$ cat config.mk
export PLATFORM = sky130hd
export DESIGN_NAME = mist_spi_host
export DESIGN_NICKNAME = d
export VERILOG_FILES = /design/src/rtl/mist_spi_pkg.sv /design/src/rtl/spi_half_tick.sv /design/src/rtl/mist_spi_host.sv
export SDC_FILE = /design/constraint.sdc
export NUM_CORES = 1
export LEC_CHECK = 0
export ABC_AREA = 1
export BUFFER_PORTS_ARGS = -buffer_cell sky130_fd_sc_hd__buf_2
export CAP_MARGIN = 30
export CELL_PAD_IN_SITES_DETAIL_PLACEMENT = 1
export CELL_PAD_IN_SITES_GLOBAL_PLACEMENT = 2
export CORE_ASPECT_RATIO = 1.75
export CORE_MARGIN = 2
export CORE_UTILIZATION = 29
export CTS_CLUSTER_SIZE = 8
export DETAILED_ROUTE_END_ITERATION = 10
export GPL_TIMING_DRIVEN = 0
export PLACE_DENSITY = 0.83
export SYNTH_ARGS = -nofsm -noshare
export SYNTH_HDL_FRONTEND = slang
export SYNTH_SLANG_ARGS = --single-unit
$ cat constraint.sdc
create_clock -name clk_sys -period 1.6 [get_ports clk_sys]
set_input_delay 0.48 -clock clk_sys [delete_from_list [all_inputs] [get_ports clk_sys]]
set_output_delay 0.48 -clock clk_sys [all_outputs]
set_load 0.05 [all_outputs]
$ cat src/rtl/mist_spi_pkg.sv
// Shared encodings for the MiST io-controller SPI host: select codes, FSM
// state codes and the select-vector helper.
package mist_spi_pkg;

    localparam logic [1:0] SEL_SS2  = 2'd0;
    localparam logic [1:0] SEL_SS3  = 2'd1;
    localparam logic [1:0] SEL_SS4  = 2'd2;
    localparam logic [1:0] SEL_CONF = 2'd3;

    typedef logic [2:0] state_t;

    localparam state_t ST_IDLE  = 3'd0;
    localparam state_t ST_GAP   = 3'd1;
    localparam state_t ST_LEAD  = 3'd2;
    localparam state_t ST_LOW   = 3'd3;
    localparam state_t ST_HIGH  = 3'd4;
    localparam state_t ST_TRAIL = 3'd5;

    // Active-low select vector, bit order {CONF_DATA0, SS4, SS3, SS2}.
    function automatic logic [3:0] sel_vec(input logic [1:0] s, input logic en);
        logic [3:0] v;
        v = 4'hF;
        if (en) v[s] = 1'b0;
        return v;
    endfunction

endpackage

$ cat src/rtl/spi_half_tick.sv
// Loadable down-counter: tick is high on the last cycle of every CLK_DIV-cycle
// phase; load restarts the phase.
module spi_half_tick #(
    parameter int CLK_DIV = 4
) (
    input  logic clk_sys,
    input  logic reset,
    input  logic load,
    output logic tick
);

    localparam int CW = (CLK_DIV > 1) ? $clog2(CLK_DIV) : 1;
    localparam logic [CW-1:0] RELOAD = CW'(CLK_DIV - 1);

    logic [CW-1:0] cnt;

    always_ff @(posedge clk_sys) begin
        if (reset || load) cnt <= RELOAD;
        else if (cnt != '0) cnt <= cnt - CW'(1);
    end

    assign tick = (cnt == '0);

endmodule

$ cat src/rtl/mist_spi_host.sv
// Byte-serial SPI mode-0 master driving the MiST core's SS2/SS3/SS4/CONF_DATA0
// selects; a select may be held across bytes and is released on demand.
module mist_spi_host
    import mist_spi_pkg::*;
#(
    parameter int CLK_DIV = 4
) (
    input  logic       clk_sys,
    input  logic       reset,
    input  logic       start,
    input  logic [1:0] sel,
    input  logic       keep,
    input  logic [7:0] tx_data,
    input  logic       release_ss,
    output logic       busy,
    output logic       rx_valid,
    output logic [7:0] rx_data,
    output logic       spi_sck,
    output logic       spi_mosi,
    input  logic       spi_miso,
    output logic       spi_ss2_n,
    output logic       spi_ss3_n,
    output logic       spi_ss4_n,
    output logic       conf_data0_n
);

    state_t     state;
    logic [1:0] sel_r;
    logic       keep_r;
    logic       held;
    logic [1:0] held_sel;
    logic       guard;
    logic [3:0] ss_n;
    logic [7:0] tx_sh;
    logic [7:0] rx_sh;
    logic [2:0] bitcnt;
    logic       tick;
    logic       load;

    // Every tick outside IDLE ends a phase, so the divider restarts on it.
    assign load = (state == ST_IDLE) || tick;

    spi_half_tick #(.CLK_DIV(CLK_DIV)) u_tick (
        .clk_sys (clk_sys),
        .reset   (reset),
        .load    (load),
        .tick    (tick)
    );

    always_ff @(posedge clk_sys) begin
        if (reset) begin
            state    <= ST_IDLE;
            sel_r    <= SEL_SS2;
            keep_r   <= 1'b0;
            held     <= 1'b0;
            held_sel <= SEL_SS2;
            guard    <= 1'b0;
            ss_n     <= 4'hF;
            tx_sh    <= 8'h00;
            rx_sh    <= 8'h00;
            bitcnt   <= 3'd0;
            busy     <= 1'b0;
            rx_valid <= 1'b0;
            rx_data  <= 8'h00;
            spi_sck  <= 1'b0;
            spi_mosi <= 1'b0;
        end else begin
            rx_valid <= 1'b0;
            case (state)
                ST_IDLE: begin
                    if (start) begin
                        tx_sh  <= tx_data;
                        sel_r  <= sel;
                        keep_r <= keep;
                        bitcnt <= 3'd0;
                        busy   <= 1'b1;
                        guard  <= 1'b0;
                        if (!held) begin
                            ss_n     <= sel_vec(sel, 1'b1);
                            held     <= 1'b1;
                            held_sel <= sel;
                            state    <= ST_LEAD;
                        end else if (held_sel == sel) begin
                            // Same target still selected: go straight to the first bit.
                            spi_mosi <= tx_data[7];
                            state    <= ST_LOW;
                        end else begin
                            ss_n  <= 4'hF;
                            held  <= 1'b0;
                            state <= ST_GAP;
                        end
                    end else if (release_ss) begin
                        ss_n <= 4'hF;
                        held <= 1'b0;
                    end
                end
                ST_GAP: begin
                    if (tick) begin
                        if (guard) begin
                            guard <= 1'b0;
                            busy  <= 1'b0;
                            state <= ST_IDLE;
                        end else begin
                            ss_n     <= sel_vec(sel_r, 1'b1);
                            held     <= 1'b1;
                            held_sel <= sel_r;
                            state    <= ST_LEAD;
                        end
                    end
                end
                ST_LEAD: begin
                    if (tick) begin
                        spi_mosi <= tx_sh[7];
                        state    <= ST_LOW;
                    end
                end
                ST_LOW: begin
                    if (tick) begin
                        spi_sck <= 1'b1;
                        rx_sh   <= {rx_sh[6:0], spi_miso};
                        state   <= ST_HIGH;
                    end
                end
                ST_HIGH: begin
                    if (tick) begin
                        spi_sck <= 1'b0;
                        if (bitcnt == 3'd7) begin
                            bitcnt   <= 3'd0;
                            rx_data  <= rx_sh;
                            rx_valid <= 1'b1;
                            if (keep_r) begin
                                busy  <= 1'b0;
                                state <= ST_IDLE;
                            end else begin
                                state <= ST_TRAIL;
                            end
                        end else begin
                            bitcnt   <= bitcnt + 3'd1;
                            tx_sh    <= {tx_sh[6:0], 1'b0};
                            spi_mosi <= tx_sh[6];
                            state    <= ST_LOW;
                        end
                    end
                end
                ST_TRAIL: begin
                    // Deselect, then a guard gap before reporting idle.
                    if (tick) begin
                        ss_n  <= 4'hF;
                        held  <= 1'b0;
                        guard <= 1'b1;
                        state <= ST_GAP;
                    end
                end
                default: begin
                    ss_n    <= 4'hF;
                    held    <= 1'b0;
                    busy    <= 1'b0;
                    spi_sck <= 1'b0;
                    state   <= ST_IDLE;
                end
            endcase
        end
    end

    assign spi_ss2_n    = ss_n[SEL_SS2];
    assign spi_ss3_n    = ss_n[SEL_SS3];
    assign spi_ss4_n    = ss_n[SEL_SS4];
    assign conf_data0_n = ss_n[SEL_CONF];

endmodule

==> results of run 1 <==
-- path summary, 6_finish.rpt --
check / endpoint / slack, ns / depth (start not counted)
max: ss_n[3]$_SDFFE_PP1P_ / 0.08 / 10
min: u_tick.cnt[0]$_SDFFE_PP1N_ / 0.40 / 1
max reg2reg: ss_n[3]$_SDFFE_PP1P_ / 0.08 / 10
min reg2reg: u_tick.cnt[0]$_SDFFE_PP1N_ / 0.40 / 1
-- sequential cells by signal (all words and copies together) (netlist names) --
name and cells:
u_tick.cnt 2, rx_valid 1, guard 1, held_sel 2, keep_r 1, rx_sh 8
spi_sck 1, spi_mosi 1, bitcnt 3, state 3, tx_sh 8, busy 1
sel_r 2, ss_n 4, rx_data 8, held 1
-- what timing repair did --
action | CTS | global route
resized for setup | 9 | 17
setup buffers | 0 | 10
pin swaps | 1 | 6
endpoints found under the setup margin | 23 | 22
-- metal layers --
metal	track usage	vias to the layer above	share of wire
met5	0	-	0
met4	0.0684	0	0.019
met3	0.0310	7	0.026
met2	0.294	24	0.54
met1	0.165	1097	0.42
li1	-	1184	-
-- synth_stat cells (2+ instances only) --
master	number	area (µm²)
nand3_2	2	20.0
buf_6	5	56.3
nand2_1	89	334
nor3_1	3	15.0
ha_1	3	37.5
inv_1	33	124
dfxtp_1	47	941
nand2_2	3	18.8
nor2_2	2	12.5
clkbuf_1	5	18.8
o21ai_0	27	135
a21oi_1	34	170
nand2_4	2	22.5
nor2_1	28	105
nand3_1	33	165
nand3_4	2	35.0
a211oi_1	2	15.0
nor2_4	4	45.0
inv_2	4	15.0
-- worst max-delay path, delay by kind of cell (launching register included) --
family                 cells  cell delay (ns)
DFF                        1             0.32
buffers and inverters      3             0.37
and+or+nand+nor            7             0.69
-- cell usage in the layout (no fill, tap or decap), types with 8 or more instances in the layout --
cell type / instances
nand2_1: 86
dfxtp_1: 45
a21oi_1: 34
inv_1: 32
buf_2: 30
nand3_1: 29
o21ai_0: 27
nor2_1: 25
buf_4: 9
nor2_4: 8
-- area by class of cell --
| class | count | area (µm²) |
|---|---|---|
| clock inverter | 3 | 27.5 |
| timing repair buffer | 40 | 238 |
| buffer | 10 | 75.1 |
| multi-input combinational | 241 | 1290 |
| sequential | 47 | 946 |
| fill | 991 | 4950 |
| clock buffer | 5 | 125 |
| inverter | 37 | 148 |
| tap | 90 | 113 |
-- cell families (layout without fill, tap and decap cells) --
kind of cell,count (synthesis),count (layout),synth area share
simple gates,171,171,0.344
compound gates,67,67,0.148
flops,47,47,0.401
buf+inv,47,95,0.0911
fa+ha+maj,3,3,0.0160
-- per-stage QoR --
stage,cells,setup TNS [ns]
2_1_floorplan,335,0
3_3_place_gp,455,-0.962
3_5_place_dp,455,-1.11
4_1_cts,463,0
5_1_grt,473,-0.0685
6_report,473,0
-- power by group --
part	internal, µW	total (µW)	switching, µW
clock network	597	1120	522
logic	921	2490	1570
registers	1430	1620	197
total	2940	5230	2290
==> qor.yml, run 1 <==
run_status:
  status: "finished, final reports clean"
drt:
  first_pass_iters: 4
  drt-initial-drc-count: 74
  avgRoutedWirePerCell_um: 14.0
  vias: 2312
  drc: 0
  ant_nets: 0
  vias_per_cell: 4.89
  wirelength_um: 6640
critical_path:
  startpoint: "state[0]$_SDFFE_PP0P_"
  start_kind: "register"
  cpPeakStageDelay_ns: 0.32
  cp_max_fo: 10
  cpMaxStageDelayCell: "dfxtp_1"
  rr_startpoint: "state[0]$_SDFFE_PP0P_"
  critPathKind: "register to register"
  required_ns: 1.77
  cp.arrival_ns: 1.69
  crit_path_end_kind: "register"
  worstPathCellList: "buf_6 > clkinvlp_4 > nand2_4 > inv_4 > nand2_1 > nand2_2 > nor2_4 > nand2_2 > nand2_1 > nand3_1"
clock_tree:
  cts_hold_buf: 0
  clk_latency_ns: 0.30
  path_clk_slew_ns: 0.07
  numCtsBuffers: 5
  cts_buffer_depth: 2
  cts-root-buf: "clkbuf_16"
  cts_tree: "yes"
  clock_sinks: 47
  cts-htree-levels: 2
placement:
  port_buffers: 30
  dpl-instance-area_um2: 2610
  dpl_worst_slack_ns: -0.123
  post-dp-hpwl_um: 4890
  gp_congestion: 0.861
sta:
  final.period_utilization: 0.947
  hold-worst-slack_ns: 0.395
  max_clock_freq_mhz: 660
  maxSlewHeadroom: 0.668
  drv_slew: 0
  postLayoutSetupSlackWorst_ns: 0.0847
  worst_slew_pin_slew_ns: 0.498
  period_needed_ns: 1.52
  final_hold_viol_count: 0
  setup_viol: 0
  fin_skew_ns: 0.00688
logic_synthesis:
  synth_cell_types: 26
  synth_area_um2: 2350
  ys_ff_latch: 47
  synth_edf_count: 0
  async_flop_share: 0
  postSynthCellCount: 335
  ys_dominant_reg_cell: "dfxtp_1"
  synthesis.nets: 354
  yosysSeqAreaShare: 0.401
  syn_area_per_cell_um2: 7.01
  yosys_warnings: 0
die:
  rows: 43
  ioPinCount: 32
  die_x_um: 72.0
  die_area_um2: 8860
  start_util: 0.297
  die_h_um: 123
  coreArea_um2: 7910
power_and_ir_drop:
  peakVddDrop_uv: 691
  power_uw: 5230
  p_leak_uw: 0.00131
  p_per_area_nw_per_um2: 1770
grt:
  grt_max_degree: 18
  grt-ovfl-total: 0
  antenna_found_initial: 0
  grt_pass1_vias: 2292
  grt_pass1_wl_um: 10700
  track_usage: 0.157
worst_hold_path:
  min_from: "u_tick.cnt[0]$_SDFFE_PP1N_"
  hold_path.class: "register to register"
final_layout:
  nets: 401
  drive_gt1_frac: 0.230
  antennaDiodeCount: 0
  fin_area_um2: 2960
  area_growth_syn_to_layout_pct: 25.9
  fin_util: 0.374
job:
  maxCapViolations: 0
Power figures use the tool's default switching activity.
==> run 2: changes to the inputs <==
--- a/config.mk
+++ b/config.mk
@@ -19,2 +19,3 @@
 export PLACE_DENSITY = 0.83
+export SETUP_SLACK_MARGIN = 0.4
 export SYNTH_ARGS = -nofsm -noshare
--- a/constraint.sdc
+++ b/constraint.sdc
@@ -3,2 +3,2 @@
 set_output_delay 0.48 -clock clk_sys [all_outputs]
-set_load 0.05 [all_outputs]
+set_load 0.01 [all_outputs]
==> run 2 against run 1 <==
Net effect: clock-buffer cell count did not move; non-clock buffer count rose by 40; sequential share of layout area fell by 6.7 points; global-route usage rose by 4.1 points; total power rose by 23%; routed wire length rose by 35%; critical endpoint is now sel_r[1]$_SDFFE_PP0P_; utilization rose by 11 points; clock skew barely moved; maximum frequency rose by 1.0%.
==> qor.yml, run 2 (synthesized netlist as in run 1, its figures left out) <==
sta:
  setup_viol: 0  # unchanged
  hold-worst-slack_ns: 0.414  # was 0.395 ns
  max_clock_freq_mhz: 667  # was 660 MHz
  rsz0062_at_grt: "yes"
  postLayoutSetupSlackWorst_ns: 0.0999  # was 0.0847 ns
  final_hold_viol_count: 0  # unchanged
  worst_slew_pin_slew_ns: 0.646  # was 0.498 ns
  fin_skew_ns: 0.00730  # was 0.00688 ns
  drv_slew: 0  # unchanged
  maxSlewHeadroom: 0.569  # was 0.668
  tns_ns: 0  # unchanged
  period_needed_ns: 1.50  # was 1.52 ns
  final.period_utilization: 0.938  # was 0.947
placement:
  gp_congestion: 0.852  # was 0.861
  dpl_worst_slack_ns: -0.0772  # was -0.123 ns
  post-dp-hpwl_um: 5020  # was 4890 µm
  port_buffers: 30  # unchanged
grt:
  grt_pass1_wl_um: 13500  # was 10700 µm
  grt_pass1_vias: 2743  # was 2292
  antenna_found_initial: 0  # unchanged
  track_usage: 0.197  # was 0.157
  grt_max_degree: 17  # was 18
  grt-ovfl-total: 0  # unchanged
drt:
  wirelength_um: 8970  # was 6640 µm
  avgRoutedWirePerCell_um: 17.3  # was 14.0 µm
  vias: 2622  # was 2312
  first_pass_iters: 4  # unchanged
  ant_nets: 0  # unchanged
  vias_per_cell: 5.07  # was 4.89
  drc: 0  # unchanged
  drt-initial-drc-count: 89  # was 74
final_layout:
  final_common_cell: "nand2_1"  # unchanged
  drive_gt1_frac: 0.525  # was 0.230
  nets: 445  # was 401
  mostFrequentLayoutCells: "73 x nand2_1, 34 x buf_6, 34 x buf_4"  # was 86 x nand2_1, 45 x dfxtp_1, 34 x a21oi_1
  regArea_um2: 972  # was 946 µm²
  fin_util: 0.487  # was 0.374
  fill_cells: 937  # was 991
  antennaDiodeCount: 0  # unchanged
  area_growth_syn_to_layout_pct: 64.0  # was 25.9%
  top_regs: "rx_data: 8 flops, rx_sh: 8 flops, tx_sh: 8 flops"  # unchanged
  multi_input_area_um2: 1640  # was 1290 µm²
run_status:
  status: "finished, final reports clean"  # unchanged
power_and_ir_drop:
  p_leak_uw: 0.00163  # was 0.00131 µW
  p_int_uw: 3730  # was 2940 µW
  seq_power_share: 0.260  # was 0.310
  peakVddDrop_uv: 668  # was 691 µV
  p_per_area_nw_per_um2: 1670  # was 1770 nW/µm²
  switchingPower_uw: 2720  # was 2290 µW
  power_frac_comb: 0.544  # was 0.476
  switching_share: 0.422  # was 0.437
  p_clk_frac: 0.196  # was 0.214
  power_uw: 6450  # was 5230 µW
die:
  die_h_um: 123  # unchanged
  die_area_um2: 8860  # unchanged
  coreArea_um2: 7910  # unchanged
  die_x_um: 72.0  # unchanged
  start_util: 0.297  # unchanged
  rows: 43  # unchanged
  ioPinCount: 32  # unchanged
clock_tree:
  cts_hold_buf: 0  # unchanged
  clock_sinks: 47  # unchanged
  path_clk_slew_ns: 0.07  # about the same
  cts-htree-levels: 2  # unchanged
  clk_latency_ns: 0.30  # about the same
  cts_buffer_depth: 2  # unchanged
  numCtsBuffers: 5  # unchanged
  cts_tree: "yes"  # unchanged
  cts-root-buf: "clkbuf_16"  # unchanged
critical_path:
  critPathKind: "register to register"  # unchanged
  start_kind: "register"  # unchanged
  required_ns: 1.82  # was 1.77 ns
  cp_max_fo: 5  # was 10
  crit_buf_inv: 5  # was 3
  cpPeakStageDelay_ns: 0.32  # about the same
  worstPathCellList: "buf_6 > clkinvlp_4 > nand2_4 > inv_6 > buf_4 > buf_6 > nand2_4 > nor2_2 > a211oi_2"  # was buf_6 > clkinvlp_4 > nand2_4 > inv_4 > nand2_1 > nand2_2 > nor2_4 > nand2_2 > nand2_1 > nand3_1
  cpMaxStageDelayCell: "dfxtp_2"  # was dfxtp_1
  cp.arrival_ns: 1.72  # was 1.69 ns
  crit_path_end_kind: "register"  # unchanged
  path_delay_family: "buffers and inverters"  # was simple AND/OR/NAND/NOR gates
job:
  maxCapViolations: 0  # unchanged
worst_hold_path:
  hold_path.class: "register to register"  # unchanged
==> run 2: changes by cell type in the layout (fill, tap and decap cells not counted), sizes merged <==
| cell | before | now |
|---|---|---|
| nand3 | 37 | 40 |
| bufinv | 0 | 1 |
| buf | 45 | 85 |
| clkinvlp | 2 | 1 |
| clkinv | 0 | 1 |
==> run 2: area by class of cell <==
class                   count  share of cell area
multi-input cells         244               0.426
flip-flops and latches     47               0.252
repair buffers             80               0.181
inverters                  37              0.0422
clock buffers               5              0.0325
well taps                  90              0.0292
plain buffers              10              0.0218
clock inverters             3              0.0123
repair inverters            1             0.00227
==> run 2: worst register-to-register path: stages, from the launching register on <==
cell and delay (ns):
dfxtp_2 0.32, buf_6 0.12, clkinvlp_4 0.18, nand2_4 0.16
inv_6 0.05, buf_4 0.13, buf_6 0.12, nand2_4 0.08
nor2_2 0.05, a211oi_2 0.20
==> run 2: path summary, 6_finish.rpt <==
kind | to | start | cells after the start | slack, ns
max reg2reg | sel_r[1]$_SDFFE_PP0P_ | state[0]$_SDFFE_PP0P_ | 9 | 0.1
min | u_tick.cnt[0]$_SDFFE_PP1N_ | u_tick.cnt[0]$_SDFFE_PP1N_ | 1 | 0.41
max | sel_r[1]$_SDFFE_PP0P_ | state[0]$_SDFFE_PP0P_ | 9 | 0.1
min reg2reg | u_tick.cnt[0]$_SDFFE_PP1N_ | u_tick.cnt[0]$_SDFFE_PP1N_ | 1 | 0.41
==> run 2: through the flow <==
stage	cell area (µm²)	instances
2_1_floorplan	2440	335
3_3_place_gp	2710	455
3_5_place_dp	2710	455
4_1_cts	3510	504
5_1_grt	3850	517
6_report	3850	517
==> run 2: repair_timing <==
item	CTS	global route
cloned	6	1
buffers inserted	35	12
resized for setup	102	69
setup endpoints to repair	63	63
pin swaps	25	30
==> run 2: layer usage <==
layer / up-vias / routed length (µm) / track usage
li1: 1285 / - / -
met5: - / 0 / 0
met2: 43 / 5220 / 0.386
met1: 1275 / 3270 / 0.201
met3: 19 / 210 / 0.0359
met4: 0 / 266 / 0.0767
==> run 2: power groups by stage <==
stage | Clock, µW | Sequential (µW) | Combinational, µW
after floorplan | 0 | 1630 | 1540
final | 1260 | 1680 | 3510
after detailed placement | 0 | 1650 | 2060
after CTS | 1270 | 1650 | 2880
after global routing | 1320 | 1710 | 3810
after global placement | 0 | 1640 | 2020
